<file path="config.mk">
export PLATFORM = sky130hd
export DESIGN_NAME = rx_operand_entry
export DESIGN_NICKNAME = d
export VERILOG_FILES = /design/src/rtl/rx_operand_entry.sv
export SDC_FILE = /design/constraint.sdc
export NUM_CORES = 1
export LEC_CHECK = 0
export CAP_MARGIN = 20
export CORE_ASPECT_RATIO = 0.6
export CORE_MARGIN = 2
export CORE_UTILIZATION = 30
export CTS_BUF_LIST = sky130_fd_sc_hd__clkbuf_4 sky130_fd_sc_hd__clkbuf_8
export DETAILED_ROUTE_END_ITERATION = 8
export PLACE_DENSITY = 0.42
export SLEW_MARGIN = 20
export SYNTH_ARGS = -nofsm -noshare
export SYNTH_HDL_FRONTEND = slang
export SYNTH_SLANG_ARGS = --single-unit
</file>
<file path="constraint.sdc">
create_clock -name clk -period 5.7 [get_ports clk]
set_clock_uncertainty 0.1 [all_clocks]
set_input_delay 1.14 -clock clk [delete_from_list [all_inputs] [get_ports clk]]
set_output_delay 1.14 -clock clk [all_outputs]
set_load 0.01 [all_outputs]
</file>
<file path="src/rtl/rx_operand_entry.sv">
// rx_operand_entry: receive-side operand entry for the calculator.
// Collects decimal keystrokes from the UART receiver into a BCD digit buffer, supports
// backspace and clear, and on Enter converts the buffer digit-serially to an unsigned
// binary operand (saturating at 2^WIDTH-1). Accepted digits and backspaces are echoed
// back through a one-entry pending register when the transmitter is busy.
//
// Ports:
//   clk            system clock
//   resetn         asynchronous active-low reset
//   uart_rx_valid  one-cycle strobe, uart_rx_data holds a received byte
//   uart_rx_data   received byte
//   echo_busy      transmitter busy
//   echo_en        one-cycle request to transmit echo_data
//   echo_data      byte to echo
//   operand        last converted operand, held until the next conversion
//   operand_valid  one-cycle pulse when operand updates
//   overflow       last operand saturated
//   digit_count    digits currently buffered
module rx_operand_entry #(
  parameter int unsigned WIDTH      = 16,
  parameter int unsigned MAX_DIGITS = 5
) (
  input  logic                              clk,
  input  logic                              resetn,
  input  logic                              uart_rx_valid,
  input  logic [7:0]                        uart_rx_data,
  input  logic                              echo_busy,
  output logic                              echo_en,
  output logic [7:0]                        echo_data,
  output logic [WIDTH-1:0]                  operand,
  output logic                              operand_valid,
  output logic                              overflow,
  output logic [$clog2(MAX_DIGITS+1)-1:0]   digit_count
);

  localparam int unsigned CntW = $clog2(MAX_DIGITS + 1);
  localparam int unsigned BufW = MAX_DIGITS * 4;
  localparam int unsigned AccW = WIDTH + 4;
  // Extra nibble so acc*10 + 9 never wraps before the saturation test.
  localparam int unsigned MulW = AccW + 4;

  typedef enum logic [1:0] {StEmpty, StEntry, StConvert, StDone} state_e;

  state_e            state_q, state_d;
  logic [CntW-1:0]   cnt_q, cnt_d;
  logic [CntW-1:0]   idx_q, idx_d;
  logic [BufW-1:0]   buf_q, buf_d;
  logic [AccW-1:0]   acc_q, acc_d;
  logic              sat_q, sat_d;
  logic [WIDTH-1:0]  operand_q, operand_d;
  logic              operand_valid_q, operand_valid_d;
  logic              overflow_q, overflow_d;
  logic              echo_en_q, echo_en_d;
  logic [7:0]        echo_data_q, echo_data_d;
  logic              pend_q, pend_d;
  logic [7:0]        pend_data_q, pend_data_d;

  logic              is_digit, is_bksp, is_clear, is_enter;
  logic              echo_req;
  logic [7:0]        echo_byte;
  logic [3:0]        cur_digit;
  logic [MulW-1:0]   mul;

  always_comb begin
    is_digit = uart_rx_valid && (uart_rx_data >= 8'h30) && (uart_rx_data <= 8'h39);
    is_bksp  = uart_rx_valid && ((uart_rx_data == 8'h08) || (uart_rx_data == 8'h7F));
    is_clear = uart_rx_valid && (uart_rx_data == 8'h1B);
    is_enter = uart_rx_valid && (uart_rx_data == 8'h0D);
  end

  // Newest digit sits in nibble 0, so the oldest unconsumed digit is nibble idx-1.
  always_comb begin
    cur_digit = 4'h0;
    for (int unsigned i = 0; i < MAX_DIGITS; i++) begin
      if (CntW'(i) == idx_q - CntW'(1)) begin
        cur_digit = buf_q[4*i +: 4];
      end
    end
  end

  always_comb begin
    mul = MulW'(acc_q) * MulW'(10) + MulW'(cur_digit);
  end

  // Entry / conversion FSM.
  always_comb begin
    state_d         = state_q;
    cnt_d           = cnt_q;
    idx_d           = idx_q;
    buf_d           = buf_q;
    acc_d           = acc_q;
    sat_d           = sat_q;
    operand_d       = operand_q;
    operand_valid_d = 1'b0;
    overflow_d      = overflow_q;
    echo_req        = 1'b0;
    echo_byte       = 8'h00;

    unique case (state_q)
      StEmpty: begin
        if (is_digit) begin
          buf_d     = BufW'(uart_rx_data[3:0]);
          cnt_d     = CntW'(1);
          state_d   = StEntry;
          echo_req  = 1'b1;
          echo_byte = uart_rx_data;
        end
      end
      StEntry: begin
        if (is_digit) begin
          if (cnt_q < CntW'(MAX_DIGITS)) begin
            buf_d     = (buf_q << 4) | BufW'(uart_rx_data[3:0]);
            cnt_d     = cnt_q + CntW'(1);
            echo_req  = 1'b1;
            echo_byte = uart_rx_data;
          end
        end else if (is_bksp) begin
          buf_d     = buf_q >> 4;
          cnt_d     = cnt_q - CntW'(1);
          echo_req  = 1'b1;
          echo_byte = 8'h08;
          if (cnt_q == CntW'(1)) begin
            state_d = StEmpty;
          end
        end else if (is_clear) begin
          cnt_d   = '0;
          state_d = StEmpty;
        end else if (is_enter) begin
          acc_d   = '0;
          sat_d   = 1'b0;
          idx_d   = cnt_q;
          state_d = StConvert;
        end
      end
      StConvert: begin
        acc_d = mul[AccW-1:0];
        if (|mul[MulW-1:WIDTH]) begin
          sat_d = 1'b1;
        end
        idx_d = idx_q - CntW'(1);
        if (idx_q == CntW'(1)) begin
          // Load the result on the last step so it is visible throughout DONE.
          operand_d       = sat_d ? {WIDTH{1'b1}} : acc_d[WIDTH-1:0];
          overflow_d      = sat_d;
          operand_valid_d = 1'b1;
          state_d         = StDone;
        end
      end
      StDone: begin
        cnt_d   = '0;
        state_d = StEmpty;
      end
      default: begin
        state_d = StEmpty;
      end
    endcase
  end

  // Echo path. A request goes straight out only when nothing is in flight or queued;
  // otherwise it lands in the pending slot (overwriting any older byte). echo_en_q is
  // treated as busy so echo_en never stays high for two cycles.
  always_comb begin
    echo_en_d   = 1'b0;
    echo_data_d = echo_data_q;
    pend_d      = pend_q;
    pend_data_d = pend_data_q;
    if (echo_req) begin
      if (!echo_busy && !echo_en_q && !pend_q) begin
        echo_en_d   = 1'b1;
        echo_data_d = echo_byte;
      end else begin
        pend_d      = 1'b1;
        pend_data_d = echo_byte;
      end
    end else if (pend_q && !echo_busy && !echo_en_q) begin
      echo_en_d   = 1'b1;
      echo_data_d = pend_data_q;
      pend_d      = 1'b0;
    end
  end

  always_ff @(posedge clk or negedge resetn) begin
    if (!resetn) begin
      state_q         <= StEmpty;
      cnt_q           <= '0;
      idx_q           <= '0;
      buf_q           <= '0;
      acc_q           <= '0;
      sat_q           <= 1'b0;
      operand_q       <= '0;
      operand_valid_q <= 1'b0;
      overflow_q      <= 1'b0;
      echo_en_q       <= 1'b0;
      echo_data_q     <= 8'h00;
      pend_q          <= 1'b0;
      pend_data_q     <= 8'h00;
    end else begin
      state_q         <= state_d;
      cnt_q           <= cnt_d;
      idx_q           <= idx_d;
      buf_q           <= buf_d;
      acc_q           <= acc_d;
      sat_q           <= sat_d;
      operand_q       <= operand_d;
      operand_valid_q <= operand_valid_d;
      overflow_q      <= overflow_d;
      echo_en_q       <= echo_en_d;
      echo_data_q     <= echo_data_d;
      pend_q          <= pend_d;
      pend_data_q     <= pend_data_d;
    end
  end

  assign echo_en       = echo_en_q;
  assign echo_data     = echo_data_q;
  assign operand       = operand_q;
  assign operand_valid = operand_valid_q;
  assign overflow      = overflow_q;
  assign digit_count   = cnt_q;

endmodule

</file>
# == Yosys cells after proc, flatten, opt, wreduce, memory -nomap -nowiden ==
# Index checks and enable logic that the tools add are counted.
# op_classes
addsub,4
n_mul,1
magnitude_cmp,3
eq_ne,26
muxes,63
bitwise_logic,2
reduce_logical,28
# op_table
operator,n
20-bit two-way mux,8
20-bit one-hot mux with 2 select lines,2
8-bit two-way mux,6
3-bit two-way mux,9
24-bit by 4-bit adder with 24-bit output,1
4-bit two-way mux,6
"20-bit by 3-bit multiplier with 23-bit output, second input constant",1
20-bit by 4-bit OR with 20-bit output,1
1-bit two-way mux,18
"8-bit by 4-bit == test with 1-bit output, second input constant",2
16-bit two-way mux,1
8-bit one-hot mux with 2 select lines,1
2-bit two-way mux,7
"2-bit inequality test, second input constant",7
5-bit AND reduction,2
1-bit logical AND,9
"3-bit inequality test, second input constant",3
3-bit one-hot mux with 3 select lines,1
"8-bit by 5-bit == test with 1-bit output, second input constant",1
"8-bit by 7-bit == test with 1-bit output, second input constant",1
"8-bit by 6-bit >= comparator with 1-bit output, second input constant",1
"8-bit by 6-bit <= comparator with 1-bit output, second input constant",1
"4-bit inequality test, second input constant",2
2-bit one-hot mux with 4 select lines,1
22 further kinds,35
# word_totals
ff_bits,85
in_bits,12
output_inout_bits,30
wordCells,140

# == Logic depth before layout (Yosys ltp) ==
# logic_depth
ltp_word,12
mapped_depth,23
ltp_nobuf,20

# == Worst setup path before layout ==
# Ideal clock, no wire load.
# synth_path
path_type,reg2reg
start,reg acc_q[1]
end,reg operand_q[10] (netlist: operand[10])
setup_time_ps,130
t_arrival_ps,3747
t_required_ps,5470
setup_slack_ps,1723
stages_incl_launch_ff,16
n_path_buf,3
synth_period_minus_slack_ps,3977
path_cell_list,dfrtp_1 -> ha_1 -> ha_1 -> fa_1 -> a21o_1 -> a221o_2 -> xnor2_1 -> or3b_1 -> buf_2 -> or3_4 -> o21ai_0 -> nor4b_1 -> o211a_1 -> buf_6 -> buf_8 -> a31oi_1
# synth_via
elab_chain_cells,6
# synth_lines
item,line,source
from (decl),48,"logic [AccW-1:0] acc_q, acc_d;"
from (signal assigned),188,acc_q <= '0;
from (signal assigned),202,acc_q <= acc_d;
20-bit by 3-bit multiplier with 23-bit output *,82,mul = MulW'(acc_q) * MulW'(10) + MulW'(cur_digit);
24-bit by 4-bit adder with 24-bit output *,82,
8-bit OR reduction,137,if (|mul[MulW-1:WIDTH]) begin
1-bit two-way mux,137,
1-bit two-way mux,99,unique case (state_q)
16-bit two-way mux *,143,operand_d = sat_d ? {WIDTH{1'b1}} : acc_d[WIDTH-1:0];
to (signal assigned),204,operand_q <= operand_d;
to (decl),50,"logic [WIDTH-1:0] operand_q, operand_d;"
# Mark *: on every way between the ends. The rest lies on a longest branch, timed or not. The select of a mux whose other input is x is not followed.
# A chain may end at the register's enable or synchronous reset.

# == Worst setup path in the final report ==
# layout_path
start,reg idx_q[1]
end,reg operand_q[4] (netlist: operand[4])
# layout_via
elab_chain_cells,12
word_cells_on_any_way,18
cone_classes,add/sub (2); eq/ne (5); mux (8); reduce/logical (3)
# layout_lines
item,line,source
from (decl),46,"logic [CntW-1:0] idx_q, idx_d;"
from (signal assigned),200,idx_q <= idx_d;
3-bit by 1-bit subtractor with 3-bit output,75,if (CntW'(i) == idx_q - CntW'(1)) begin
3-bit zero test,75,
4-bit two-way mux (5 in a row),75,
24-bit by 4-bit adder with 24-bit output,82,
8-bit OR reduction,137,
1-bit two-way mux,137,
1-bit two-way mux,99,
16-bit two-way mux,143,
# Several ways; a longest one is shown, not always the timed one. The select of a mux whose other input is x is not followed.

==> flow_metrics.py <==
metrics = {
    "timing": {
        "final.setup.worst_slack_ns": 1.04,
        "final-hold-violation-count": 0,
        "period_minus_slack_ns": 4.66,
        "timing.fmax_mhz": 214,
        "fin_crit_sh_pct": 81.8,
        "drv_slew": 0,
        "rsz0062_at_grt": "false",
        "setup_violations": 0,
        "tightest_slew_ns": 0.758,
        "fin_tns_setup_ns": 0,
        "slew_headroom_pct": 49.2,
    },
    "layout": {
        "layout.nets": 792,
        "areaGrowthSynthToFinish_pct": 14.0,
        "drive_above_1_share_pct": 5.61,
        "seq_area_um2": 2130,
        "antennaDiodeCount": 0,
        "multi_input_area_um2": 3700,
        "fillCellCount": 2063,
    },
    "detailed_routing": {
        "routed_wl_um": 16800,
        "via_per_inst": 5.10,
        "wl_per_cell_um": 16.8,
        "drt_iter0_markers": 404,
        "drc": 0,
        "drt.antenna.violating_nets": 0,
        "vias": 5117,
        "drtPass1Iterations": 4,
    },
    "floorplanning": {
        "die_area_um2": 21300,
        "initial_core_util_pct": 30.4,
        "core_area_um2": 19900,
        "die_y_um": 114,
        "pin_count": 42,
        "fp.dieW_um": 187,
        "std_cell_rows": 40,
    },
    "global_routing": {
        "first_global_vias": 4885,
        "antenna_found_initial": 0,
        "grt_max_degree": 56,
        "grt-ovfl-total": 0,
        "grt_pass1_wl_um": 27600,
        "grt_usage_pct": 16.4,
    },
    "placement": {
        "io_buffer_count": 41,
        "routabilityCongestion": 0.791,
        "dp_slack_ns": 0.876,
        "dp_hpwl_um": 13000,
    },
    "logic_synthesis": {
        "yosysUniqueCellTypes": 69,
        "synth_edf_count": 0,
        "synth_area_leader_cell": "dfrtp_1",
        "synthesis.nets": 773,
        "synthTopCellsByArea": "dfrtp_1 (35%), ha_1 (11%), nand2_1 (7.3%)",
        "async_flop_share_pct": 100,
        "yosysWarnings": 0,
        "synth_top_cell_area_share_pct": 35.2,
        "syn_inst": 707,
        "syn_area_per_cell_um2": 8.54,
        "synth_area_um2": 6040,
        "yosys_register_bits": 85,
        "ys_seq_area_share_pct": 35.2,
        "synth_ff_type": "dfrtp_1",
    },
    "pwr": {
        "leakagePower_nw": 3.20,
        "vdd_ir_drop_max_v": 0.000170,
        "p_per_area_nw_per_um2": 300,
    },
    "cts": {
        "root_buffer": "clkbuf_8",
        "cts_max_path_buffers": 2,
        "numClockSinks": 85,
        "post_cts_buffers": 0,
        "cts_made_buffers": 9,
        "cts_resized": 0,
        "clkTransAtPathRegs_ns": 0.10,
        "cts_tree": "done",
        "h-tree-depth": 3,
        "hold_buffers": 0,
        "clkLatencyLatePin_ns": 0.36,
    },
    "worst_setup_path": {
        "cp-end-kind": "flop",
        "worstPathArrival_ns": 4.77,
        "crit_required_ns": 5.81,
        "crit_path_top_delay_cell": "o211a_1",
        "crit_path_max_fanout": 18,
        "cp-start-kind": "flop",
        "critPathKind": "reg2reg",
        "crit_chain": "inv_1 > ha_1 > nand2_1 > nor2_1 > a21oi_1 > nor2_1 > a21oi_1 > o21ai_0 > nand2_1 > o21ai_0 > ha_1 > fa_1 > a21oi_1 > nor3b_1 > nand3_1 > or3_4 > o21ai_0 > nor4b_1 > o211a_1 > a31oi_1",
        "cpPeakStageDelay_ns": 0.60,
    },
    "run": {
        "max_cap_viol_count": 0,
    },
    "outcome": {
        "outcome": "complete, no violations",
    },
    "min_path": {
        "hold_path_class": "reg2reg",
    },
}
==> stage by stage <==
stage,power (mW),hold slack [ns],cells,cell area [µm²],util (%)
after floorplan,1.26,0.345,707,6040,-
after global placement,1.57,0.360,988,6650,33.5
after detailed placement,1.59,0.369,988,6660,33.5
after CTS,2.08,0.392,1004,6880,34.6
after global routing,2.20,0.424,1004,6880,34.6
final,2.06,0.394,1004,6880,34.6
==> cell type report <==
class | count | share of cell area, %
inverter | 14 | 0.764
timing repair buffer | 45 | 6.37
clock buffer | 9 | 1.80
tap | 273 | 4.97
multi-input combinational | 571 | 53.7
sequential | 85 | 30.9
clock inverter | 7 | 1.44
==> critical path: cells and delay by family (launching register included) <==
kind                     cells  cell delay, ns
AO/OA/AOI/OAI                8            1.38
adder cells (fa/ha/maj)      3            0.79
buffers and inverters        1            0.13
flip-flops                   1            0.42
AND/OR/NAND/NOR              8            1.67
==> final timing paths <==
| check | startpoint | to | slack [ns] | cells after the start |
|---|---|---|---|---|
| max | idx_q[1] | operand[4] | 1.04 | 20 |
| min | echo_data[5] | echo_data[5] | 0.39 | 2 |
| max reg2reg | idx_q[1] | operand[4] | 1.04 | 20 |
| min reg2reg | echo_data[5] | echo_data[5] | 0.39 | 2 |
| max in group asynchronous | resetn | operand[2] | 3.83 | 2 |
| min in group asynchronous | resetn | echo_data[0] | 0.73 | 1 |
==> power breakdown <==
part | switching (mW) | internal (mW) | leakage (nW) | total, mW
Combinational | 0.435 | 0.308 | 1.94 | 0.742
Clock | 0.242 | 0.249 | 0.110 | 0.492
Sequential | 0.110 | 0.719 | 1.14 | 0.830
Total | 0.787 | 1.28 | 3.20 | 2.06
==> cell usage in the layout (no fill, tap or decap), drive strengths merged, types with 5 or more instances in the layout <==
cell type	n
xor2	13
and3	9
ha	52
o21ai	72
a21oi	37
nor3	15
xnor2	14
mux2i	21
a21o	16
o31ai	14
nor3b	7
clkdlybuf4s50	40
clkbuf	9
nor2	58
nor2b	6
nand4	5
nand3	17
inv	14
nand2	118
buf	5
a21boi	5
dfrtp	85
a31oi	22
==> per-layer routing <==
metal,routed length (µm),global-route usage [%],part of all wire [%],vias up
met5,0,0,0,-
met4,31,2.80,0.18,0
met3,682,3.82,4.0,2
met2,6390,21.6,38,97
met1,9740,26.4,58,2439
li1,-,-,-,2579
==> cell families (layout without fill, tap and decap cells) <==
kind of cell / after synthesis / count (layout) / share of synthesized area [%]
flops: 85 / 85 / 35.2
compound gates: 200 / 200 / 20.9
mux: 22 / 22 / 3.67
fa+ha+maj: 54 / 54 / 11.4
simple gates: 268 / 268 / 21.0
xor+xnor: 27 / 27 / 3.92
buf+inv: 51 / 75 / 3.75
==> Yosys cell counts (3+ instances only) <==
cell type and number:
a21boi_0 5, nand2_1 118, a31oi_1 21, or3_1 3, dfrtp_1 85, clkbuf_1 27, nor3_1 12, xnor2_1 14
and3_1 8, and2_1 4, nor4_1 3, nor3b_1 6, nor3_2 3, and4_1 3, a211oi_1 3, a21o_1 16
o21ai_0 71, a21oi_1 37, nand2b_1 4, o211ai_1 4, o21a_1 4, nor2_1 58, nand4_1 5, inv_1 13
o31ai_1 14, nand3_1 17, buf_2 7, o211a_1 3, ha_1 52, xor2_1 13, mux2i_1 21, nor2b_1 6
==> flip-flops by register name (all words and copies together) (netlist names), named ones only <==
register,count
digit_count,3
operand_valid,1
pend_q,1
buf_q,20
echo_en,1
acc_q,20
echo_data,8
sat_q,1
pend_data_q,8
state_q,1
overflow,1
operand,16
idx_q,3
(Power assumes the default switching activity.)
